===== src/rtl/lsu_stb_queue.sv =====
// LSU store buffer: circular queue of byte-masked stores between the LSU/MMU
// store path and the D-cache write port. Drains in order over req/ack,
// forwards the youngest fully-covering store to loads, and supports a fence.
module lsu_stb_queue #(
  parameter int DEPTH  = 8,
  parameter int ADDR_W = 32,
  parameter int DATA_W = 32
) (
  input  logic                      clk,
  input  logic                      rst,
  input  logic                      lsummu2stb_req,
  input  logic                      lsummu2stb_w_en,
  input  logic                      dmem_sel_i,
  input  logic [ADDR_W-1:0]         lsummu2stb_addr,
  input  logic [DATA_W-1:0]         lsummu2stb_wdata,
  input  logic [DATA_W/8-1:0]       lsummu2stb_sel_byte,
  output logic                      stb2lsummu_ack,
  output logic                      stb2lsummu_stall,
  input  logic [ADDR_W-1:0]         lsummu2stb_ld_addr,
  output logic                      stb2lsummu_fwd_hit,
  output logic [DATA_W-1:0]         stb2lsummu_fwd_data,
  output logic                      stb2lsummu_ld_stall,
  input  logic                      lsummu2stb_flush,
  output logic                      stb2lsummu_flush_done,
  output logic                      stb2dcache_req,
  output logic [ADDR_W-1:0]         stb2dcache_addr,
  output logic [DATA_W-1:0]         stb2dcache_wdata,
  output logic [DATA_W/8-1:0]       stb2dcache_sel_byte,
  input  logic                      dcache2stb_ack,
  output logic                      stb_full,
  output logic                      stb_empty,
  output logic [$clog2(DEPTH):0]    stb_count
);
  localparam int BE_W = DATA_W / 8;
  localparam int OFS  = (BE_W > 1) ? $clog2(BE_W) : 0;
  localparam int PW   = $clog2(DEPTH);

  typedef enum logic {D_IDLE, D_REQ} drain_e;

  drain_e            state_q, state_d;
  logic [ADDR_W-1:0] addr_q [DEPTH];
  logic [DATA_W-1:0] data_q [DEPTH];
  logic [BE_W-1:0]   mask_q [DEPTH];
  logic [PW-1:0]     wr_ptr_q, rd_ptr_q;
  logic [PW:0]       count_q;
  logic              ack_q, flush_active_q, flush_done_q;
  logic              store_vld, push, pop, full, empty;
  logic              fwd_found;
  logic [PW-1:0]     fwd_idx, scan_idx;

  // Full comes from the registered count, so a same-cycle pop never frees a slot
  // for a push; the refused store simply retries next cycle.
  assign full      = (count_q == (PW+1)'(DEPTH));
  assign empty     = (count_q == '0);
  assign store_vld = lsummu2stb_req && lsummu2stb_w_en && dmem_sel_i;
  assign push      = store_vld && !full && !flush_active_q;
  assign pop       = (state_q == D_REQ) && dcache2stb_ack;

  assign stb2lsummu_ack        = ack_q;
  assign stb2lsummu_stall      = store_vld && (full || flush_active_q);
  assign stb2lsummu_flush_done = flush_done_q;
  assign stb_full              = full;
  assign stb_empty             = empty;
  assign stb_count             = count_q;

  // Head entry is presented only while a drain request is outstanding.
  assign stb2dcache_req      = (state_q == D_REQ);
  assign stb2dcache_addr     = stb2dcache_req ? addr_q[rd_ptr_q] : '0;
  assign stb2dcache_wdata    = stb2dcache_req ? data_q[rd_ptr_q] : '0;
  assign stb2dcache_sel_byte = stb2dcache_req ? mask_q[rd_ptr_q] : '0;

  // Control state: pointers, occupancy, accept pulse, fence tracking.
  always_ff @(posedge clk) begin
    if (rst) begin
      wr_ptr_q       <= '0;
      rd_ptr_q       <= '0;
      count_q        <= '0;
      ack_q          <= 1'b0;
      flush_active_q <= 1'b0;
      flush_done_q   <= 1'b0;
    end else begin
      ack_q <= push;
      if (push) wr_ptr_q <= wr_ptr_q + PW'(1);
      if (pop)  rd_ptr_q <= rd_ptr_q + PW'(1);
      case ({push, pop})
        2'b10:   count_q <= count_q + (PW+1)'(1);
        2'b01:   count_q <= count_q - (PW+1)'(1);
        default: count_q <= count_q;
      endcase
      // A fence pulse during an active fence is ignored; completion is the
      // first cycle the buffer is seen empty.
      flush_done_q   <= flush_active_q && empty;
      flush_active_q <= flush_active_q ? !empty : lsummu2stb_flush;
    end
  end

  // Entry storage; contents of free slots are don't-care, so no reset.
  always_ff @(posedge clk) begin
    if (push) begin
      addr_q[wr_ptr_q] <= lsummu2stb_addr;
      data_q[wr_ptr_q] <= lsummu2stb_wdata;
      mask_q[wr_ptr_q] <= lsummu2stb_sel_byte;
    end
  end

  // Drain FSM state register.
  always_ff @(posedge clk) begin
    if (rst) state_q <= D_IDLE;
    else     state_q <= state_d;
  end

  // Drain FSM next state: request the head, drop for one cycle after each ack.
  always_comb begin
    state_d = state_q;
    case (state_q)
      D_IDLE:  if (!empty) state_d = D_REQ;
      D_REQ:   if (dcache2stb_ack) state_d = D_IDLE;
      default: state_d = D_IDLE;
    endcase
  end

  // Forwarding scan oldest-to-youngest so the last match seen is the youngest.
  // The head being drained is still valid until its ack pops it.
  always_comb begin
    fwd_found = 1'b0;
    fwd_idx   = '0;
    scan_idx  = '0;
    for (int i = 0; i < DEPTH; i++) begin
      scan_idx = rd_ptr_q + PW'(i);
      if (((PW+1)'(i) < count_q) &&
          (addr_q[scan_idx][ADDR_W-1:OFS] == lsummu2stb_ld_addr[ADDR_W-1:OFS])) begin
        fwd_found = 1'b1;
        fwd_idx   = scan_idx;
      end
    end
  end

  assign stb2lsummu_fwd_hit   = fwd_found && (&mask_q[fwd_idx]);
  assign stb2lsummu_fwd_data  = stb2lsummu_fwd_hit ? data_q[fwd_idx] : '0;
  assign stb2lsummu_ld_stall  = fwd_found && !stb2lsummu_fwd_hit;

  // Byte-offset bits of the load address do not take part in matching.
  generate
    if (OFS > 0) begin : g_ofs
      logic ld_ofs_unused;
      assign ld_ofs_unused = ^lsummu2stb_ld_addr[OFS-1:0];
    end
  endgenerate
endmodule

===== config.mk =====
export PLATFORM = sky130hd
export DESIGN_NAME = lsu_stb_queue
export DESIGN_NICKNAME = d
export VERILOG_FILES = /design/src/rtl/lsu_stb_queue.sv
export SDC_FILE = /design/constraint.sdc
export NUM_CORES = 1
export LEC_CHECK = 0
export CORE_MARGIN = 5
export CORE_UTILIZATION = 55
export DETAILED_ROUTE_END_ITERATION = 10
export MAX_ROUTING_LAYER = met4
export PLACE_DENSITY = 0.85
export SLEW_MARGIN = 20
export SYNTH_ARGS = -nofsm -noshare
export SYNTH_HDL_FRONTEND = slang
export SYNTH_SLANG_ARGS = --single-unit

===== constraint.sdc =====
create_clock -name clk -period 13.1 [get_ports clk]
set_clock_uncertainty 0.15 [all_clocks]
set_input_delay 2.62 -clock clk [delete_from_list [all_inputs] [get_ports clk]]
set_output_delay 2.62 -clock clk [all_outputs]
set_load 0.02 [all_outputs]

==> impl_metrics.json <==
{
  "grt_usage_pct": 42.53,
  "num_vias": 30010,
  "drive_gt1_share_pct": 20.84,
  "grt_pass1_wl_um": 221200,
  "worstSetupEndpointType": "output port",
  "tightest_slew_ns": 1.247,
  "gp_congestion": 1.096,
  "critPathSlowestCell": "dfxtp_4",
  "wirelength_um": 157500,
  "cts_buffers": 57,
  "ys_top_cells_by_area": "edfxtp_1 (43%), mux4_2 (19%), mux2i_1 (8.7%)",
  "yosys.area.top_type_share_pct": 42.72,
  "synth_cell_types": 83,
  "holdPathStages": 1,
  "power.density_nw_per_um2": 128.0,
  "finalCritPeriodShare_pct": 93.97,
  "start_kind": "flop",
  "peakVddDrop_mv": 0.1364,
  "whs_ns": 0.3906,
  "fin_ws_ns": 0.7905,
  "cts.path.max_buffers": 3,
  "async_reset_ff_share_pct": 0,
  "antenna_found_initial": 13,
  "whs_endpoint": "stb2lsummu_flush_done$_SDFF_PP0_",
  "reg2reg_depth": 8,
  "drc": 0,
  "dp_slack_ns": 1.333,
  "syn_area_per_cell_um2": 13.26,
  "syn_inst": 2884,
  "dp.cells": 3857,
  "hpwl_um": 111400,
  "drv_slew": 0,
  "die_height_um": 273.7,
  "post_cts_resized": 0,
  "dieArea_um2": 74900,
  "cts_tree": "yes",
  "rows": 96,
  "root_buffer": "clkbuf_16",
  "core_area_um2": 68830,
  "wl_met3_um": 17940,
  "rr_startpoint": "stb_count[0]$_SDFFE_PP0P_",
  "clock_latency_ns": 0.69,
  "relSlewSlack_pct": 16.10,
  "syn_nets": 2998,
  "ant_nets": 0,
  "tns_ns": 0,
  "hold_path.class": "flop to flop",
  "routed_via_density": 7.546,
  "ys_warn_count": 0,
  "synth_most_common_cell": "edfxtp_1",
  "finalCriticalPeriod_ns": 12.31,
  "yosys.area.top_type": "edfxtp_1",
  "critical-path-max-stage-delay_ns": 0.94,
  "crit_fanout": 59,
  "syn_to_final_growth_pct": 12.37,
  "critPathArrivalTime_ns": 9.54,
  "port_buffers": 216,
  "wl_met2_um": 73580,
  "synthFlopType": "edfxtp_1",
  "fmax_ghz": 0.08124,
  "path_class": "flop to output port",
  "m1WireLength_um": 55260,
  "path_cells": "inv_1, ha_4, buf_4, mux4_2, xnor2_1, nand2_1, nor4_1, o2111ai_1, nor4_1, or2_2, a2111oi_2, a2bb2oi_4, buf_12, buf_4, mux2i_1, a22oi_1, nand3_1, nor2_1, clkdlybuf4s50_1",
  "instances_no_fill": 3977,
  "clkTransAtPathRegs_ns": 0.06,
  "cp.required_ns": 10.33,
  "cap_violations": 0,
  "synth_area_um2": 38240,
  "synth_seq_cells": 561,
  "final-hold-violation-count": 0,
  "cts_sinks": 561,
  "overflow": 0,
  "r2r_slack_ns": 8.73,
  "ioPinCount": 219,
  "drtPass1Iterations": 6,
  "die_width_um": 273.7,
  "r2r-end": "addr_q[7][19]$_DFFE_PP_",
  "grt_pass1_vias": 29250,
  "post-cts-setup-buffer-count": 0,
  "grt_start_max_net_pins": 88,
  "status": "completed",
  "setup_violations": 0,
  "worstHoldStart": "flush_active_q$_SDFF_PP0_",
  "topRoutingLayerUsed": "met4",
  "synth_common_cells": "edfxtp_1 (544), mux2i_1 (333), mux4_2 (317), nor2_1 (161), xnor2_1 (161)",
  "hold_buffers": 0,
  "fin_nets": 3099,
  "synth_edf_count": 544,
  "ys_seq_area_share_pct": 43.61,
  "h-tree-depth": 2,
  "power_leakage_nw": 12.59,
  "wl_per_cell_um": 39.61,
  "first_iter_violations": 5022,
  "rsz0062_at_grt": "false",
  "start_util_pct": 55.56
}
==> final cells by class <==
| cell class | instances | area, um^2 |
|---|---|---|
| Antenna cell | 13 | 32.53 |
| Clock buffer | 63 | 1449 |
| Clock inverter | 44 | 638.1 |
| Fill cell | 4971 | 25850 |
| Inverter | 38 | 142.6 |
| Multi-Input combinational cell | 2034 | 20060 |
| Sequential cell | 561 | 16700 |
| Tap cell | 931 | 1165 |
| Timing Repair Buffer | 293 | 2790 |
==> where the power goes <==
group / internal (W) / switching, W
Combinational: 0.000643 / 0.00103
Clock: 0.00106 / 0.000741
Sequential: 0.00198 / 0.0000489
Total: 0.00369 / 0.00182
==> metal layers <==
layer	vias to the layer above	GRT usage (%)
met3	469	9.589
met5	-	-
met2	2413	66.19
met1	15190	53.13
met4	0	20.95
li1	11940	-
==> stage by stage <==
| step | total power (W) | cell area [um^2] | util, % |
|---|---|---|---|
| 4_1_cts | 0.005469 | 42940 | 62.39 |
| 3_5_place_dp | 0.003681 | 40850 | 59.36 |
| 6_report | 0.005502 | 42970 | 62.44 |
| 5_1_grt | 0.005639 | 42970 | 62.43 |
| 2_1_floorplan | 0.003071 | 38240 | - |
| 3_3_place_gp | 0.003671 | 40850 | 59.36 |
==> layout by cell type, fill, tap and decap left out, types with 20 or more instances in the layout <==
cell,synthesis,layout
nand4_1,46,46
nand2b_1,28,28
and2_1,21,21
o22ai_1,54,54
nor4_1,21,20
mux4_2,317,317
mux2_2,104,104
clkdlybuf4s50_1,0,216
edfxtp_1,544,544
a22oi_1,86,86
o21ai_0,54,54
a221oi_1,23,23
inv_1,28,27
xnor2_1,161,158
a211oi_1,21,21
clkbuf_16,0,57
nor3_1,50,48
nor2_1,161,157
nand3_1,79,79
nand2_1,97,96
buf_4,20,73
mux2i_1,333,333
clkinv_1,8,22
a21oi_1,55,55
or3_1,26,26
==> cell families after synthesis <==
kind of cell,share of synthesized area [%]
AOI/OAI and AO/OA,8.520
DFF,43.61
xor gates and xnor gates,4.185
buffers and inverters,4.312
adders and majority gates,0.2290
and+or+nand+nor,8.697
muxes,30.45
==> worst max-delay path: cells and delay by family, from the launching register on <==
kind                     cells  cell delay, ns
buffers and inverters        5            2.40
AND/OR/NAND/NOR              6            2.20
flip-flops                   1            0.94
AO/OA/AOI/OAI                4            0.92
adder cells (fa/ha/maj)      1            0.89
multiplexers                 2            0.74
XOR/XNOR                     1            0.66
==> worst max path at each step <==
| stage | from | slack, ns | end |
|---|---|---|---|
| finish | rd_ptr_q[1]$_SDFFE_PP0P_ | 0.79 | stb2lsummu_fwd_data[13] |
| floorplan | lsummu2stb_req | 2.04 | addr_q[1][0]$_DFFE_PP_ |
| global placement | lsummu2stb_ld_addr[6] | 1.55 | stb2lsummu_fwd_data[18] |
| detailed placement | lsummu2stb_ld_addr[20] | 1.33 | stb2lsummu_fwd_data[24] |
| global route | rd_ptr_q[1]$_SDFFE_PP0P_ | 0.61 | stb2lsummu_fwd_data[13] |
| CTS | rd_ptr_q[1]$_SDFFE_PP0P_ | 0.89 | stb2lsummu_fwd_data[13] |
==> flip-flops by register name, summed over array words and instances, names as in the netlist, named ones only <==
signal	cells
addr_q	256
data_q	256
mask_q	32
stb_count	4
rd_ptr_q	3
wr_ptr_q	3
flush_active_q	1
stb2dcache_req	1
stb2lsummu_ack	1
stb2lsummu_flush_done	1
Power figures use the tool's default switching activity.
